===== src/rtl/sm4_axis_mode_ctrl.sv =====
// rtl/sm4_axis_mode_ctrl.sv - SM4 AXI-stream ECB/CBC mode controller driving an external block core
// Optional statistics outputs stat_blocks/stat_pkts under macro SM4_AXIS_STATS_EN.
module sm4_axis_mode_ctrl #(
    parameter int DATA_W   = 128,
    parameter int DEPTH    = 4,
    parameter int KEY_WAIT = 32
) (
    input  logic               clk,
    input  logic               rst,
    input  logic               cfg_vld,
    output logic               cfg_rdy,
    input  logic [127:0]       cfg_key,
    input  logic               cfg_sel,
    input  logic               cfg_mode,
    input  logic [127:0]       cfg_iv,
    input  logic [DATA_W-1:0]  s_axis_tdata,
    input  logic               s_axis_tvalid,
    input  logic               s_axis_tlast,
    output logic               s_axis_tready,
    output logic [DATA_W-1:0]  m_axis_tdata,
    output logic               m_axis_tvalid,
    output logic               m_axis_tlast,
    input  logic               m_axis_tready,
    output logic               core_key_vld,
    output logic [127:0]       core_key,
    output logic               core_sel,
    output logic [127:0]       core_in_data,
    output logic               core_in_vld,
    input  logic               core_in_rdy,
    input  logic [127:0]       core_out_data,
    input  logic               core_out_vld,
    output logic               err_partial
`ifdef SM4_AXIS_STATS_EN
    ,
    output logic [31:0]        stat_blocks,
    output logic [31:0]        stat_pkts
`endif
);
    localparam int BEATS = 128 / DATA_W;
    localparam int PW    = $clog2(DEPTH);
    localparam int KW    = $clog2(KEY_WAIT + 1);
    localparam logic [1:0]    LAST_BEAT = 2'(BEATS - 1);
    localparam logic [PW+1:0] DEPTH_L   = (PW + 2)'(DEPTH);

    logic [KW-1:0] kw_cnt;
    logic          mode_r;
    logic [127:0]  iv_r;
    logic [127:0]  chain;

    logic [127:0]  gb_data;
    logic [127:0]  gb_next;
    logic [1:0]    gb_cnt;
    logic          gb_full;
    logic          gb_last;

    logic          side_last [DEPTH];
    logic [127:0]  side_mask [DEPTH];
    logic [PW-1:0] side_wr;
    logic [PW-1:0] side_rd;
    logic [PW:0]   inflight;

    logic [127:0]  res_mem  [DEPTH];
    logic          res_last [DEPTH];
    logic [PW-1:0] res_wr;
    logic [PW-1:0] res_rd;
    logic [PW:0]   res_cnt;
    logic [1:0]    ob_cnt;

    logic idle, cbc_enc, cbc_dec, credit, issue, result, s_fire, m_fire, pop;

    assign idle          = !gb_full && (gb_cnt == 2'd0) && (inflight == '0) && (res_cnt == '0);
    assign cfg_rdy       = idle && (kw_cnt == '0);
    assign s_axis_tready = !gb_full && (kw_cnt == '0);
    assign cbc_enc       = mode_r && !core_sel;
    assign cbc_dec       = mode_r && core_sel;
    assign credit        = ({1'b0, inflight} + {1'b0, res_cnt}) < DEPTH_L;
    // CBC encrypt needs the previous ciphertext as chain, so only one block may be in flight.
    assign issue         = gb_full && core_in_rdy && credit && (!cbc_enc || (inflight == '0));
    assign core_in_vld   = issue;
    assign core_in_data  = cbc_enc ? (gb_data ^ chain) : gb_data;
    // Results from before a reset find no side-FIFO entry and are dropped.
    assign result        = core_out_vld && (inflight != '0);
    assign s_fire        = s_axis_tvalid && s_axis_tready;

    // The unpacker reads straight from the result FIFO head; an entry is popped after its last beat.
    assign m_axis_tvalid = (res_cnt != '0);
    assign m_axis_tdata  = m_axis_tvalid ? res_mem[res_rd][127 - int'(ob_cnt) * DATA_W -: DATA_W] : '0;
    assign m_axis_tlast  = m_axis_tvalid && res_last[res_rd] && (ob_cnt == LAST_BEAT);
    assign m_fire        = m_axis_tvalid && m_axis_tready;
    assign pop           = m_fire && (ob_cnt == LAST_BEAT);

    // Starting a new block clears the buffer so a short final block is zero padded.
    always_comb begin
        gb_next = (gb_cnt == 2'd0) ? '0 : gb_data;
        gb_next[127 - int'(gb_cnt) * DATA_W -: DATA_W] = s_axis_tdata;
    end

    always_ff @(posedge clk) begin
        if (rst) begin
            kw_cnt       <= KW'(KEY_WAIT);
            mode_r       <= 1'b0;
            iv_r         <= '0;
            chain        <= '0;
            core_key     <= '0;
            core_sel     <= 1'b0;
            core_key_vld <= 1'b0;
            gb_data      <= '0;
            gb_cnt       <= 2'd0;
            gb_full      <= 1'b0;
            gb_last      <= 1'b0;
            side_wr      <= '0;
            side_rd      <= '0;
            inflight     <= '0;
            res_wr       <= '0;
            res_rd       <= '0;
            res_cnt      <= '0;
            ob_cnt       <= 2'd0;
            err_partial  <= 1'b0;
        end else begin
            core_key_vld <= 1'b0;
            if (kw_cnt != '0)
                kw_cnt <= kw_cnt - 1'b1;
            if (cfg_vld && cfg_rdy) begin
                core_key     <= cfg_key;
                core_sel     <= cfg_sel;
                mode_r       <= cfg_mode;
                iv_r         <= cfg_iv;
                chain        <= cfg_iv;
                core_key_vld <= 1'b1;
                kw_cnt       <= KW'(KEY_WAIT);
            end

            if (s_fire) begin
                gb_data <= gb_next;
                if ((gb_cnt == LAST_BEAT) || s_axis_tlast) begin
                    gb_full <= 1'b1;
                    gb_last <= s_axis_tlast;
                    gb_cnt  <= 2'd0;
                    if (s_axis_tlast && (gb_cnt != LAST_BEAT))
                        err_partial <= 1'b1;
                end else begin
                    gb_cnt <= gb_cnt + 1'b1;
                end
            end

            if (issue) begin
                gb_full            <= 1'b0;
                side_last[side_wr] <= gb_last;
                side_mask[side_wr] <= cbc_dec ? chain : '0;
                side_wr            <= side_wr + 1'b1;
                if (cbc_dec)
                    chain <= gb_last ? iv_r : gb_data;
            end

            if (result) begin
                res_mem[res_wr]  <= core_out_data ^ side_mask[side_rd];
                res_last[res_wr] <= side_last[side_rd];
                res_wr           <= res_wr + 1'b1;
                side_rd          <= side_rd + 1'b1;
                if (cbc_enc)
                    chain <= side_last[side_rd] ? iv_r : core_out_data;
            end

            case ({issue, result})
                2'b10:   inflight <= inflight + 1'b1;
                2'b01:   inflight <= inflight - 1'b1;
                default: inflight <= inflight;
            endcase

            if (m_fire)
                ob_cnt <= pop ? 2'd0 : ob_cnt + 1'b1;
            if (pop)
                res_rd <= res_rd + 1'b1;
            case ({result, pop})
                2'b10:   res_cnt <= res_cnt + 1'b1;
                2'b01:   res_cnt <= res_cnt - 1'b1;
                default: res_cnt <= res_cnt;
            endcase
        end
    end

`ifdef SM4_AXIS_STATS_EN
    always_ff @(posedge clk) begin
        if (rst) begin
            stat_blocks <= '0;
            stat_pkts   <= '0;
        end else begin
            if (pop)
                stat_blocks <= stat_blocks + 1'b1;
            if (m_fire && m_axis_tlast)
                stat_pkts <= stat_pkts + 1'b1;
        end
    end
`endif
endmodule


===== config.mk =====
export PLATFORM = sky130hd
export DESIGN_NAME = sm4_axis_mode_ctrl
export DESIGN_NICKNAME = d
export VERILOG_FILES = /design/src/rtl/sm4_axis_mode_ctrl.sv
export SDC_FILE = /design/constraint.sdc
export NUM_CORES = 2
export LEC_CHECK = 0
export ABC_AREA = 1
export BUFFER_PORTS_ARGS = -buffer_cell sky130_fd_sc_hd__buf_2
export CORE_UTILIZATION = 45
export DETAILED_ROUTE_END_ITERATION = 10
export HOLD_SLACK_MARGIN = 0.12
export PLACE_DENSITY = 0.72
export SLEW_MARGIN = 10
export SYNTH_ARGS = -nofsm -noshare
export SYNTH_HDL_FRONTEND = slang
export SYNTH_SLANG_ARGS = --single-unit

===== constraint.sdc =====
create_clock -name clk -period 16.03 [get_ports clk]
set_input_delay 3.206 -clock clk [delete_from_list [all_inputs] [get_ports clk]]
set_output_delay 3.206 -clock clk [all_outputs]
set_load 0.005 [all_outputs]

After elaboration in Yosys (flattened, before gate mapping)
Memory sizes are Yosys's and may differ from the RTL's. A register that Yosys moved wholly into a read port is not among the register bits.
Cells that the tools add are included.
Widths: inputs -> output; s select.
- add/subtract/negate cells: 15
- magnitude comparators: 1
- equal/unequal tests: 4
- shift-type cells: 3
- mux-type cells: 31
- bitwise logic cells: 2
- reductions and logical operators: 38
- operators by type and width (kind ; number):
    $mux 128 ; 11
    $xor 128x128->128 ; 2
    $shift 128x33->255 const A ; 1
    $shiftx 128x33->255 ; 1
    $shiftx 255x10->128 ; 1
    $bwmux 128 ; 1
    $neg 10->33 ; 1
    $mux 2 ; 10
    $sub 7x9->10 const A ; 2
    $logic_and 1x1->1 ; 18
    $add 2x1->2 const B ; 6
    $pmux 3 s2 ; 2
    $mux 1 ; 7
    $add 3x1->3 const B ; 2
    $logic_not 3->1 ; 2
    $logic_not 6->1 ; 1
    $reduce_bool 2->1 ; 3
    $reduce_bool 3->1 ; 2
    $reduce_bool 6->1 ; 1
    $sub 3x1->3 const B ; 2
    $sub 6x1->6 const B ; 1
    $add 3x3->4 ; 1
    $eq 2x1->1 const B ; 2
    $eq 2x2->1 const B ; 2
    7 further kinds ; 12
- register bits: 542
- memory bits (writable): 1032
- bits of input ports: 522
- output and inout port bits: 392
- logic and storage cells: 117
- memories: 4
- memories (name ; words ; width ; rd ports ; clocked after memory_dff ; write ports ; RTL line ; text):
    res_mem ; 4 ; 128 ; 1 ; 1 ; 1 ; 62 ; logic [127:0] res_mem [DEPTH];
    side_mask ; 4 ; 128 ; 1 ; 1 ; 1 ; 57 ; logic [127:0] side_mask [DEPTH];
    res_last ; 4 ; 1 ; 1 ; 1 ; 1 ; 63 ; logic res_last [DEPTH];
    side_last ; 4 ; 1 ; 1 ; 1 ; 1 ; 56 ; logic side_last [DEPTH];

Depth between registers and ports, before layout
- depth in word-level cells: 11
- depth in mapped cells: 13
- mapped depth without buffers: 13

Least setup slack after synthesis
Ideal clock, no wire load.
- path type: input port to flip-flop
- start: input port rst
- end: memory side_last[0], enable pin
- setup time: 0.619 ns
- arrival time: 9.301 ns
- data required time: 15.411 ns
- path slack: 6.110 ns
- stages: 5
- path buffers: 2
- cells stage by stage: inv_1 > clkbuf_1 > clkbuf_1 > nand2_1 > nor2_1
- longest elaborated chain between the ends: 2
- ends and longest elaborated chain (what ; RTL line ; text):
    start, declared ; 9 ; input logic rst,
    $mux 1 ; 99 ; if (rst) begin
    $mux 1 (not written as such) ; 148 ; side_last[side_wr] <= gb_last;
    end, declared ; 56 ;
Every way passes these cells.

==> results.md <==
- Reg2reg end: side_mask[2][52]$_DFFE_PP_
- # port buffers: 913
- Vias/cell: 5.70
- Tightest hold margin: 437 ps
- Critical path's largest stage delay: 930 ps
- Data arrival, critical path: 4920 ps
- Beginning of the worst hold path: core_key[123]$_SDFFE_PP0N_
- H-tree depth: 4
- CTS max path bufs: 3
- Vias post-DR: 58523
- Async S/R FF share, synth: 0%
- Cts bufs inserted: 167
- Gr ovfl total: 0
- Worst setup EP type: primary output
- FF/Latch Area: 41900 µm²
- Area Overhead vs Synth: 16.7%
- Final instance area: 80200 µm²
- Total power divided by cell area: 121 nW/µm²
- Dpl hpwl: 156000 µm
- Sequential element share of the synthesized area: 61.0%
- Die X: 393 µm
- Leakage: 30.8 nW
- Gpl congestion: 0.908
- Post-cts resize count: 0
- Largest net degree at the start of global routing: 204
- FILL cells: 13484
- Starting Density: 45.3%
- CP Cell Sequence: buf_4 -> buf_4 -> buf_4 -> nor2_1 -> nor2_1 -> o21ai_0 -> a21oi_1 -> buf_2
- CTS clk-pin slew, worst paths: 60 ps
- Fin. Hold Viols: 0
- RSZ-0062 raised after global routing: false
- Number of synthesized flops with an enable pin: 1032
- Reg2Reg Depth: 9
- CTS tree: yes
- Total nets after synthesis: 7991
- Worst-Margin Slew: 1250 ps
- Max Fclk: 0.123 GHz
- Critical setup path kind: register to primary output
- Period utilization: 50.7%
- CTS root buf: clkbuf_16
- DP Area: 74200 µm²
- Number of antenna violations at the first check in global routing: 32
- Post-route ant nets: 0
- Relative slew slack: 16.4%
- RR Startpoint: core_sel$_SDFFE_PP0N_
- Share of cells above drive strength 1: 15.9%
- Synth Instances: 7450
- Footprint of the multi-input gates: 22900 µm²
- Post-synthesis cell area: 68700 µm²
- Setup crit start kind: register
- Top cells by count, synth: nand2_1, edfxtp_1, nor2_1
- Total core area: 152000 µm²
- First-pass GRT wire length: 354000 µm
- Gr usage total: 30.8%
- Die area: 154000 µm²
- Worst EP required: 12820 ps
- DRT Wirelength: 246000 µm
- Tmin final: 8130 ps
- Pre-Repair DR Iteration Count: 7
- Drt drc: 0
- Count leader, synth: nand2_1
- Worst-Skew Late Latency: 840 ps
- Top_reg_cell synth: edfxtp_1
- Critical Path Most Common Cell: buf_4
- Cell accounting for the most synthesized area: edfxtp_1
- Avg WL per Cell: 23.9 µm
- Critical path buffers and inverters: 4
- Worst hold path class: register to register
- Sink Count: 1578
- Slowest CP cell: buf_4
- Max cap viols: 0
- Hold worst-path end: core_key[123]$_SDFFE_PP0N_
- Setup TNS: 0 ps
- Status: finished, final reports clean
- Final-report setup violation count: 0
- Vias in the first global route: 54279
- Reg2Reg Setup Slack: 10710 ps
- Fin util: 52.8%
- Register bit total from synthesis: 1578
- Slew Viols, Final: 0
- Share of the synthesized area in the top cell type: 45.1%
- Crit-path max FO: 100
- Yosys warns: 0
- CP delay by family, top: buffers and inverters
- Hold Path Depth: 2
- Die height: 393 µm
- Iter 0 DRT Violations: 7350
- Cell Rows: 143
- Synth cell types: 31
- Hold_buf cts: 0
- Top post-synthesis cells by area: edfxtp_1, dfxtp_1, nand2_1
- Peak supply drop: 0.0931 mV
- IO Count: 914
- Post CTS Setup Buffer Count: 0
- Mean Syn Cell Area: 9.23 µm²
- Worst-case clock skew: 68.4 ps
- Post-layout nets: 8614
## cell usage in the layout, fill, tap and decap left out, types with 17 or more instances in the layout
cell	instances
a21oi_1	533
clkinv_2	29
clkbuf_1	30
bufinv_16	20
buf_2	911
dfxtp_1	541
clkbuf_16	173
nand2_1	1826
nand3_1	262
nand4_1	256
edfxtp_1	1032
xor2_1	257
inv_1	419
o22ai_1	128
buf_4	76
nor2_1	924
clkbuf_8	18
ha_1	17
o21ai_0	655
## final cells by class
cell class / count / area share, %
antenna: 12 / 0.0375
clock buffer: 221 / 5.85
clock inverter: 94 / 1.53
inverter: 432 / 2.09
multi-input combinational: 4904 / 28.6
sequential: 1578 / 52.3
tap: 2030 / 3.17
timing repair buffer: 990 / 6.46
## metrics by stage
| step | setup slack, ps | total power [mW] | instances |
|---|---|---|---|
| 6_report | 7900 | 9.69 | 10261 |
| 5_1_grt | 7750 | 9.96 | 10257 |
| 4_1_cts | 7930 | 9.70 | 10249 |
| 3_5_place_dp | 8280 | 5.63 | 9934 |
| 3_3_place_gp | 8270 | 5.61 | 9934 |
| 2_1_floorplan | 6110 | 5.15 | 7450 |
## report_power, final
part	total [mW]	switching (mW)	internal, mW
sequential	4.50	0.0734	4.42
combinational	1.07	0.803	0.271
clock	4.12	1.71	2.41
total	9.69	2.58	7.10
## state kept, by name, indices dropped and copies added, names as in the netlist, 2 cells and up, named ones only
register and count:
chain 128, core_key 128, gb_cnt 2, gb_data 128, inflight 3, iv_r 128
kw_cnt 6, ob_cnt 2, res_cnt 3, res_last 4, res_mem 512, res_rd 2
res_wr 2, side_last 4, side_mask 512, side_rd 2, side_wr 2
## kinds of logic (layout without fill, tap and decap cells)
kind of cell | after synthesis | in the layout | share of synthesized area (%)
compound gates | 1321 | 1321 | 9.86
xor+xnor | 260 | 260 | 3.31
fa+ha+maj | 19 | 19 | 0.368
buf+inv | 968 | 1737 | 5.93
flops | 1578 | 1578 | 61.0
other cells | 0 | 12 | 0
simple gates | 3304 | 3304 | 19.5
## worst max-delay path by stage
stage | startpoint | to | slack (ps) | depth (start not counted)
after global routing | register | m_axis_tdata[52] | 7750 | 8
after detailed placement | core_in_rdy | core_in_vld | 8280 | 8
after global placement | core_in_rdy | core_in_vld | 8270 | 8
final | register | m_axis_tdata[100] | 7900 | 8
after CTS | register | m_axis_tdata[52] | 7930 | 8
after floorplan | rst | side_last[0]$_DFFE_PP_ | 6110 | 5
## routing by layer
metal  global-route usage (%)  vias up  share of wire [%]
li1                         -    26241                  -
met1                     42.1    27663                 39
met2                     46.2     3936                 44
met3                     7.12      663                 12
met4                     14.6       20                4.9
met5                        0        -              0.056
## worst reg2reg max path: stages (launching register included)
cell	delay, ps
dfxtp_1	460
nor2_4	200
buf_4	460
nand2_4	650
nand2_1	240
inv_2	210
nand2_1	260
nor2_4	570
buf_4	780
buf_4	970
Power figures use the tool's default switching activity.
